### src/rtl/hazard_ctrl.sv
// -----------------------------------------------------------------------------
// hazard_ctrl
//
// Central hazard/stall controller for the 5-stage MIPS pipeline. It drives the
// enable and flush controls of the PC, IF/ID and ID/EX registers.
//   - Load-use hazard: the load in EX writes a register that the instruction
//     in ID reads. This costs one bubble and clears once the load leaves EX.
//   - HI/LO hazard: an mfhi/mflo in ID while the multi-cycle MDU is busy.
//     A RUN/BUSY FSM with a down-counter tracks the MDU.
//   - Branch-taken flush: branches resolve in ID. While the pipeline is
//     stalled the branch is ignored, because its operands may be stale.
//
// Parameters
//   MDU_LATENCY : cycles from MDU start until HI/LO are valid (2..63)
//   CNT_W       : MDU counter width, 2**CNT_W > MDU_LATENCY
//
// Ports
//   clk, rst         : clock; synchronous active-high reset
//   id_rs, id_rt     : source register fields of the instruction in ID
//   id_uses_rt       : instruction in ID reads rt
//   id_uses_hilo     : instruction in ID is mfhi/mflo
//   ex_mem_read      : instruction in EX is a load
//   ex_rt            : load destination register in EX
//   ex_mdu_start     : one-cycle pulse while mult/div is in EX
//   branch_taken_id  : branch/jump in ID resolved taken
//   pc_en            : PC write enable
//   if_id_en         : IF/ID enable (0 = hold)
//   if_id_flush      : IF/ID flush (inserts NOP)
//   id_ex_flush      : ID/EX flush (inserts bubble)
//   mdu_busy         : MDU result not yet valid
//
// Optional feature, enabled by defining HAZARD_CTRL_PERF_EN:
//   perf_stall_cnt   : cycles with a stall
//   perf_flush_cnt   : cycles with a branch-caused IF/ID flush
//   perf_hilo_cnt    : cycles with a HI/LO stall
//   All three clear on rst and wrap modulo 2**32.
// -----------------------------------------------------------------------------
module hazard_ctrl #(
  parameter int MDU_LATENCY = 32,
  parameter int CNT_W       = 6
) (
  input  logic        clk,
  input  logic        rst,
  input  logic [4:0]  id_rs,
  input  logic [4:0]  id_rt,
  input  logic        id_uses_rt,
  input  logic        id_uses_hilo,
  input  logic        ex_mem_read,
  input  logic [4:0]  ex_rt,
  input  logic        ex_mdu_start,
  input  logic        branch_taken_id,
  output logic        pc_en,
  output logic        if_id_en,
  output logic        if_id_flush,
  output logic        id_ex_flush,
  output logic        mdu_busy
`ifdef HAZARD_CTRL_PERF_EN
  ,
  output logic [31:0] perf_stall_cnt,
  output logic [31:0] perf_flush_cnt,
  output logic [31:0] perf_hilo_cnt
`endif
);

  typedef enum logic {RUN, BUSY} state_t;

  // The start cycle itself is not busy, so the counter is loaded with
  // MDU_LATENCY-1. Busy then lasts MDU_LATENCY-1 cycles.
  localparam logic [CNT_W-1:0] CNT_LOAD = CNT_W'(MDU_LATENCY - 1);
  localparam logic [CNT_W-1:0] CNT_ONE  = CNT_W'(1);

  state_t           state_reg, state_next;
  logic [CNT_W-1:0] cnt_reg, cnt_next;

  logic load_use;
  logic hilo_stall;
  logic stall;
  logic branch_flush;

  // MDU state register. The MDU runs independently of pipeline stalls.
  always_ff @(posedge clk) begin
    if (rst) begin
      state_reg <= RUN;
      cnt_reg   <= '0;
    end else begin
      state_reg <= state_next;
      cnt_reg   <= cnt_next;
    end
  end

  always_comb begin
    state_next = state_reg;
    cnt_next   = cnt_reg;
    case (state_reg)
      RUN: begin
        if (ex_mdu_start) begin
          state_next = BUSY;
          cnt_next   = CNT_LOAD;
        end
      end
      BUSY: begin
        if (ex_mdu_start) begin
          // A new op supersedes the one in flight.
          cnt_next = CNT_LOAD;
        end else if (cnt_reg == CNT_ONE) begin
          state_next = RUN;
          cnt_next   = '0;
        end else begin
          cnt_next = cnt_reg - CNT_ONE;
        end
      end
      default: begin
        state_next = RUN;
        cnt_next   = '0;
      end
    endcase
  end

  // Hazard detection. Register $zero never creates a dependency.
  always_comb begin
    mdu_busy     = (state_reg == BUSY) && !rst;
    load_use     = ex_mem_read && (ex_rt != 5'd0) &&
                   ((ex_rt == id_rs) || (id_uses_rt && (ex_rt == id_rt)));
    hilo_stall   = id_uses_hilo && mdu_busy;
    stall        = load_use || hilo_stall;
    branch_flush = !rst && !stall && branch_taken_id;
  end

  // Pipeline controls. Priority is rst > stall > branch flush > normal.
  always_comb begin
    pc_en       = 1'b1;
    if_id_en    = 1'b1;
    if_id_flush = 1'b0;
    id_ex_flush = 1'b0;
    if (rst) begin
      pc_en       = 1'b0;
      if_id_en    = 1'b0;
      if_id_flush = 1'b1;
      id_ex_flush = 1'b1;
    end else if (stall) begin
      pc_en       = 1'b0;
      if_id_en    = 1'b0;
      id_ex_flush = 1'b1;
    end else if (branch_taken_id) begin
      if_id_flush = 1'b1;
    end
  end

`ifdef HAZARD_CTRL_PERF_EN
  logic [31:0] perf_stall_reg, perf_flush_reg, perf_hilo_reg;

  always_ff @(posedge clk) begin
    if (rst) begin
      perf_stall_reg <= '0;
      perf_flush_reg <= '0;
      perf_hilo_reg  <= '0;
    end else begin
      if (stall)        perf_stall_reg <= perf_stall_reg + 32'd1;
      if (branch_flush) perf_flush_reg <= perf_flush_reg + 32'd1;
      if (hilo_stall)   perf_hilo_reg  <= perf_hilo_reg + 32'd1;
    end
  end

  assign perf_stall_cnt = perf_stall_reg;
  assign perf_flush_cnt = perf_flush_reg;
  assign perf_hilo_cnt  = perf_hilo_reg;
`else
  // Without the counters, branch_flush only documents the flush condition.
  logic unused_ok;
  assign unused_ok = branch_flush;
`endif

endmodule

### config.mk
export PLATFORM = sky130hd
export DESIGN_NAME = hazard_ctrl
export DESIGN_NICKNAME = d
export VERILOG_FILES = /design/src/rtl/hazard_ctrl.sv
export SDC_FILE = /design/constraint.sdc
export NUM_CORES = 1
export LEC_CHECK = 0
export BUFFER_PORTS_ARGS = -buffer_cell sky130_fd_sc_hd__buf_2
export CAP_MARGIN = 20
export CORE_AREA = 4 4 41 43
export DETAILED_ROUTE_END_ITERATION = 6
export DIE_AREA = 0 0 45 47
export PLACE_DENSITY = 0.84
export SYNTH_ARGS = -nofsm -noshare
export SYNTH_HDL_FRONTEND = slang
export SYNTH_SLANG_ARGS = --single-unit
### constraint.sdc
create_clock -name clk -period 2.1 [get_ports clk]
set_input_delay 0.21 -clock clk [delete_from_list [all_inputs] [get_ports clk]]
set_output_delay 0.21 -clock clk [all_outputs]
set_load 0.005 [all_outputs]
# Word-level counts from Yosys, hierarchy flattened
# Index checks and enable logic that the tools add are counted.
[classes] add_sub_neg=1 n_eq_ne=4 reduce_logical=9 n_bitwise=1 mux=15
[op_table] op="$mux 6" n=3
[op_table] op="$pmux 6 s2" n=1
[op_table] op="$eq 5x5->1" n=2
[op_table] op="$mux 1" n=10
[op_table] op="$eq 6x1->1 const B" n=1
[op_table] op="$sub 6x1->6 const B" n=1
[op_table] op="$logic_and 1x1->1" n=5
[op_table] op="$reduce_bool 5->1" n=1
[op_table] op="$logic_or 1x1->1" n=2
[op_table] op="$ne 2x2->1 const B" n=1
[op_table] op="$pmux 1 s2" n=1
[op_table] op="$logic_not 1->1" n=1
[op_table] op="$not 1->1" n=1
[totals] output_inout_bits=5 input_bits=22 reg_bits=7

# Depth between registers and ports, before layout
[logic_depth] word_depth=7 depth_mapped=6 mapped_depth_nobuf=6

# Least setup slack after synthesis
# No wires, ideal clock.
[synth_timing] kind="in2out" startpoint="input ex_rt[1]" endpoint="output pc_en" setup_slack_ns=0.465 arrival_time_ns=1.425 stages=4 cell_sequence="or4_1 > o21a_1 > a221oi_1 > buf_4"
[synth_via] elab_chain_cells=7
[synth_lines] item="start, declared" line_no="49" source="input logic [4:0] ex_rt,"
[synth_lines] item="$eq 5x5->1" line_no="123" source="((ex_rt == id_rs) || (id_uses_rt && (ex_rt == id_rt)));"
[synth_lines] item="$logic_and 1x1->1" line_no="123"
[synth_lines] item="$logic_or 1x1->1" line_no="123"
[synth_lines] item="$logic_and 1x1->1 (*)" line_no="122" source="load_use = ex_mem_read && (ex_rt != 5'd0) &&"
[synth_lines] item="$logic_or 1x1->1 (*)" line_no="125" source="stall = load_use || hilo_stall;"
[synth_lines] item="$mux 1 (*) (2 in a row)"
[synth_lines] item="end, declared" line_no="52" source="output logic pc_en,"
# Every way passes the cells marked *; elsewhere a longest branch is shown, timed or not.

# Worst setup path in the final report
[layout_timing] startpoint="input ex_rt[1]" endpoint="output if_id_flush"
[layout_via] elab_chain_cells=7
[layout_lines] item="$eq 5x5->1" line_no="123"
[layout_lines] item="$logic_and 1x1->1" line_no="123"
[layout_lines] item="$logic_or 1x1->1" line_no="123"
[layout_lines] item="$logic_and 1x1->1 (*)" line_no="122"
[layout_lines] item="$logic_or 1x1->1 (*)" line_no="125"
[layout_lines] item="$mux 1 (*)" line_no="140" source="end else if (stall) begin"
[layout_lines] item="$mux 1 (*)" line_no="135" source="if (rst) begin"
[layout_lines] item="end, declared" line_no="54" source="output logic if_id_flush,"
# Marked as above.

==> flow_metrics.tcl <==
set metrics [dict create \
    grt_pass1_vias 512 \
    grt.met2_usage 0.2316 \
    vdd_ir_drop_max_v 0.0004135 \
    dp_hpwl_um 1055 \
    power_density_mw_per_mm2 538.1 \
    synthFlopType "dfxtp_1" \
    max_stage_delay_ns 0.53 \
    combPwrFrac 0.287 \
    initial_utilization 0.4279 \
    path_max_fanout 3 \
    final_nets 120 \
    num_rows 13 \
    first_pass_iters 2 \
    portBuffers 26 \
    worstHoldPathType "input pin to register" \
    mostFrequentLayoutCell "buf_2" \
    place_ws_ns 0.3102 \
    avgSynthCellArea_um2 8.188 \
    power.total_uw 385.8 \
    clk_latency_ns 0.25 \
    place_congestion 0.8408 \
    antenna_found_initial 0 \
    drt_iter0_markers 6 \
    wl_per_cell_um 11.45 \
    ys_types 29 \
    largest_reg_flops 6 \
    clkSinkCount 7 \
    grt_max_degree 13 \
    crit_family "simple AND/OR/NAND/NOR gates" \
    setup_viol_count_final 0 \
    critical_path.endpoint_type "output pin" \
    post_cts_buffers 0 \
    status "finished, final reports clean" \
    dieArea_mm2 0.002115 \
    drv_slew 0 \
    p_switching_uw 112.7 \
    vias 578 \
    yosysWarnings 0 \
    min_period_ns 1.770 \
    io_pins 27 \
    min_to "cnt_reg[5]" \
    hold-path-cell-count 2 \
    drc 0 \
    drtAntennaViolNets 0 \
    cp_num_buf_inv 2 \
    path_class "input pin to output pin" \
    reg2reg_to "cnt_reg[5]" \
    finalHoldViolations 0 \
    drt-total-wl_um 1260 \
    p_seq_frac 0.401 \
    grt_pass1_wl_um 2021 \
    worstHoldStart "ex_mdu_start" \
    cp-start-kind "input pin" \
    synth_area_um2 556.8 \
    clock_skew_ns 0.001352 \
    cell_internal_pwr_uw 273.1 \
    area_growth_pct 28.76 \
    fmax_mhz 565.0 \
    cp_slowest_cell "or4_1" \
    power_leakage_uw 0.0003110 \
    grt-ovfl-total 0 \
    grtUsageTotal 0.1360 \
    reg2reg_depth 4 \
    die_w_um 45 \
    grt_use_met3 0.06130 \
    seq_area_frac_synth 0.2517 \
    ys_ff_latch 7 \
    cts_inserted_buffers 3 \
    async_flop_share 0 \
    num_antenna_cells 0 \
    clkPwrFrac 0.312 \
    synth_nets 92 \
    vias_per_cell 5.255 \
    synth-edff-count 0 \
    reg2reg_slack_ns 0.61 \
    cts_resized 0 \
    worst_pin_slew_ns 0.3049 \
    p_sw_frac 0.2922 \
    period_share 0.8429 \
    cts_max_path_buffers 2 \
    final_cell_mix "buf_2 (26), xnor2_1 (10), nor2_1 (7), dfxtp_1 (7), a21oi_1 (6)" \
    drive_gt1_frac 0.3579 \
    critPathArrivalTime_ns 1.56 \
    die_h_um 47 \
    critPathRequiredTime_ns 1.89 \
    htreeDepth 1 \
    met1_usage 0.1344 \
    synth_cells 68 \
    cts_hold_buffers 0 \
    tns_ns 0 \
    root_buffer "clkbuf_4" \
    clk_pin_slew_ns 0.05 \
    cts_tree "yes" \
    cp_cell_sequence "buf_2 -> or4_1 -> o21a_1 -> nor2b_4 -> a221oi_2 -> buf_2" \
    slew-limit-headroom 0.7967 \
    crit_top_cell "buf_2" \
    whs_ns 0.2135 \
    placeableCoreArea_mm2 0.001301 \
    rsz0062_at_grt "no" \
    busiest_layer "met2" \
    cap_violations 0 \
    fin_ws_ns 0.3299 \
    crit-reg2reg-launch "cnt_reg[2]" \
]
cells in the mapped netlist, types with 2 or more instances:
master / number / area share
xnor2_1: 10 / 0.16
ha_1: 2 / 0.045
nor2_1: 7 / 0.047
dfxtp_1: 7 / 0.25
clkbuf_1: 2 / 0.013
o21ai_0: 2 / 0.018
nand2_1: 5 / 0.034
a221oi_1: 2 / 0.031
a21oi_1: 6 / 0.054
or3_1: 2 / 0.022
inv_1: 5 / 0.034
metal layers:
layer	part of all wire	up-vias	routed length [um]
met1	0.38	252	483
met5	0	-	0
met2	0.45	27	565
met4	0.021	0	27
li1	-	295	-
met3	0.15	4	183
power groups by stage:
stage                     combinational, uW  sequential (uW)  clock, uW
after floorplan                        73.4              152          0
after global placement                  108              156          0
after detailed placement                112              157          0
after CTS                               112              154        127
after global routing                    125              156        137
final                                   111              155        120
cells by family (layout without fill, tap and decap cells):
group	Yosys count	after routing	share of synthesized area
AOI/OAI and AO/OA	19	19	0.2495
DFF	7	7	0.2517
xor gates and xnor gates	10	10	0.1573
buffers and inverters	8	35	0.06069
and+or+nand+nor	22	22	0.2360
adders and majority gates	2	2	0.04494
metrics by stage:
step | cells | area [um2] | util
floorplan | 68 | 556.8 | -
global placement | 106 | 690.7 | 0.5308
finish | 110 | 716.9 | 0.5510
global route | 110 | 716.9 | 0.5510
detailed placement | 106 | 690.7 | 0.5308
CTS | 110 | 716.9 | 0.5510
worst max path at each step:
stage | slack [ns] | to | startpoint | cells past startpoint
2_1_floorplan | 0.47 | pc_en | ex_rt[1] | 4
3_3_place_gp | 0.34 | if_id_flush | ex_rt[1] | 6
3_5_place_dp | 0.31 | if_id_en | ex_rt[1] | 5
4_1_cts | 0.31 | pc_en | ex_rt[1] | 5
5_1_grt | 0.20 | if_id_en | ex_rt[1] | 5
6_report | 0.33 | if_id_flush | ex_rt[1] | 6
area by class of cell:
class                   count  area, um2
repair buffers             26      130.1
flip-flops and latches      7      140.1
fillers                   137      584.3
multi-input cells          53      382.9
clock buffers               4      26.28
well taps                  15      18.77
inverters                   5      18.77
Power figures use the tool's default switching activity.
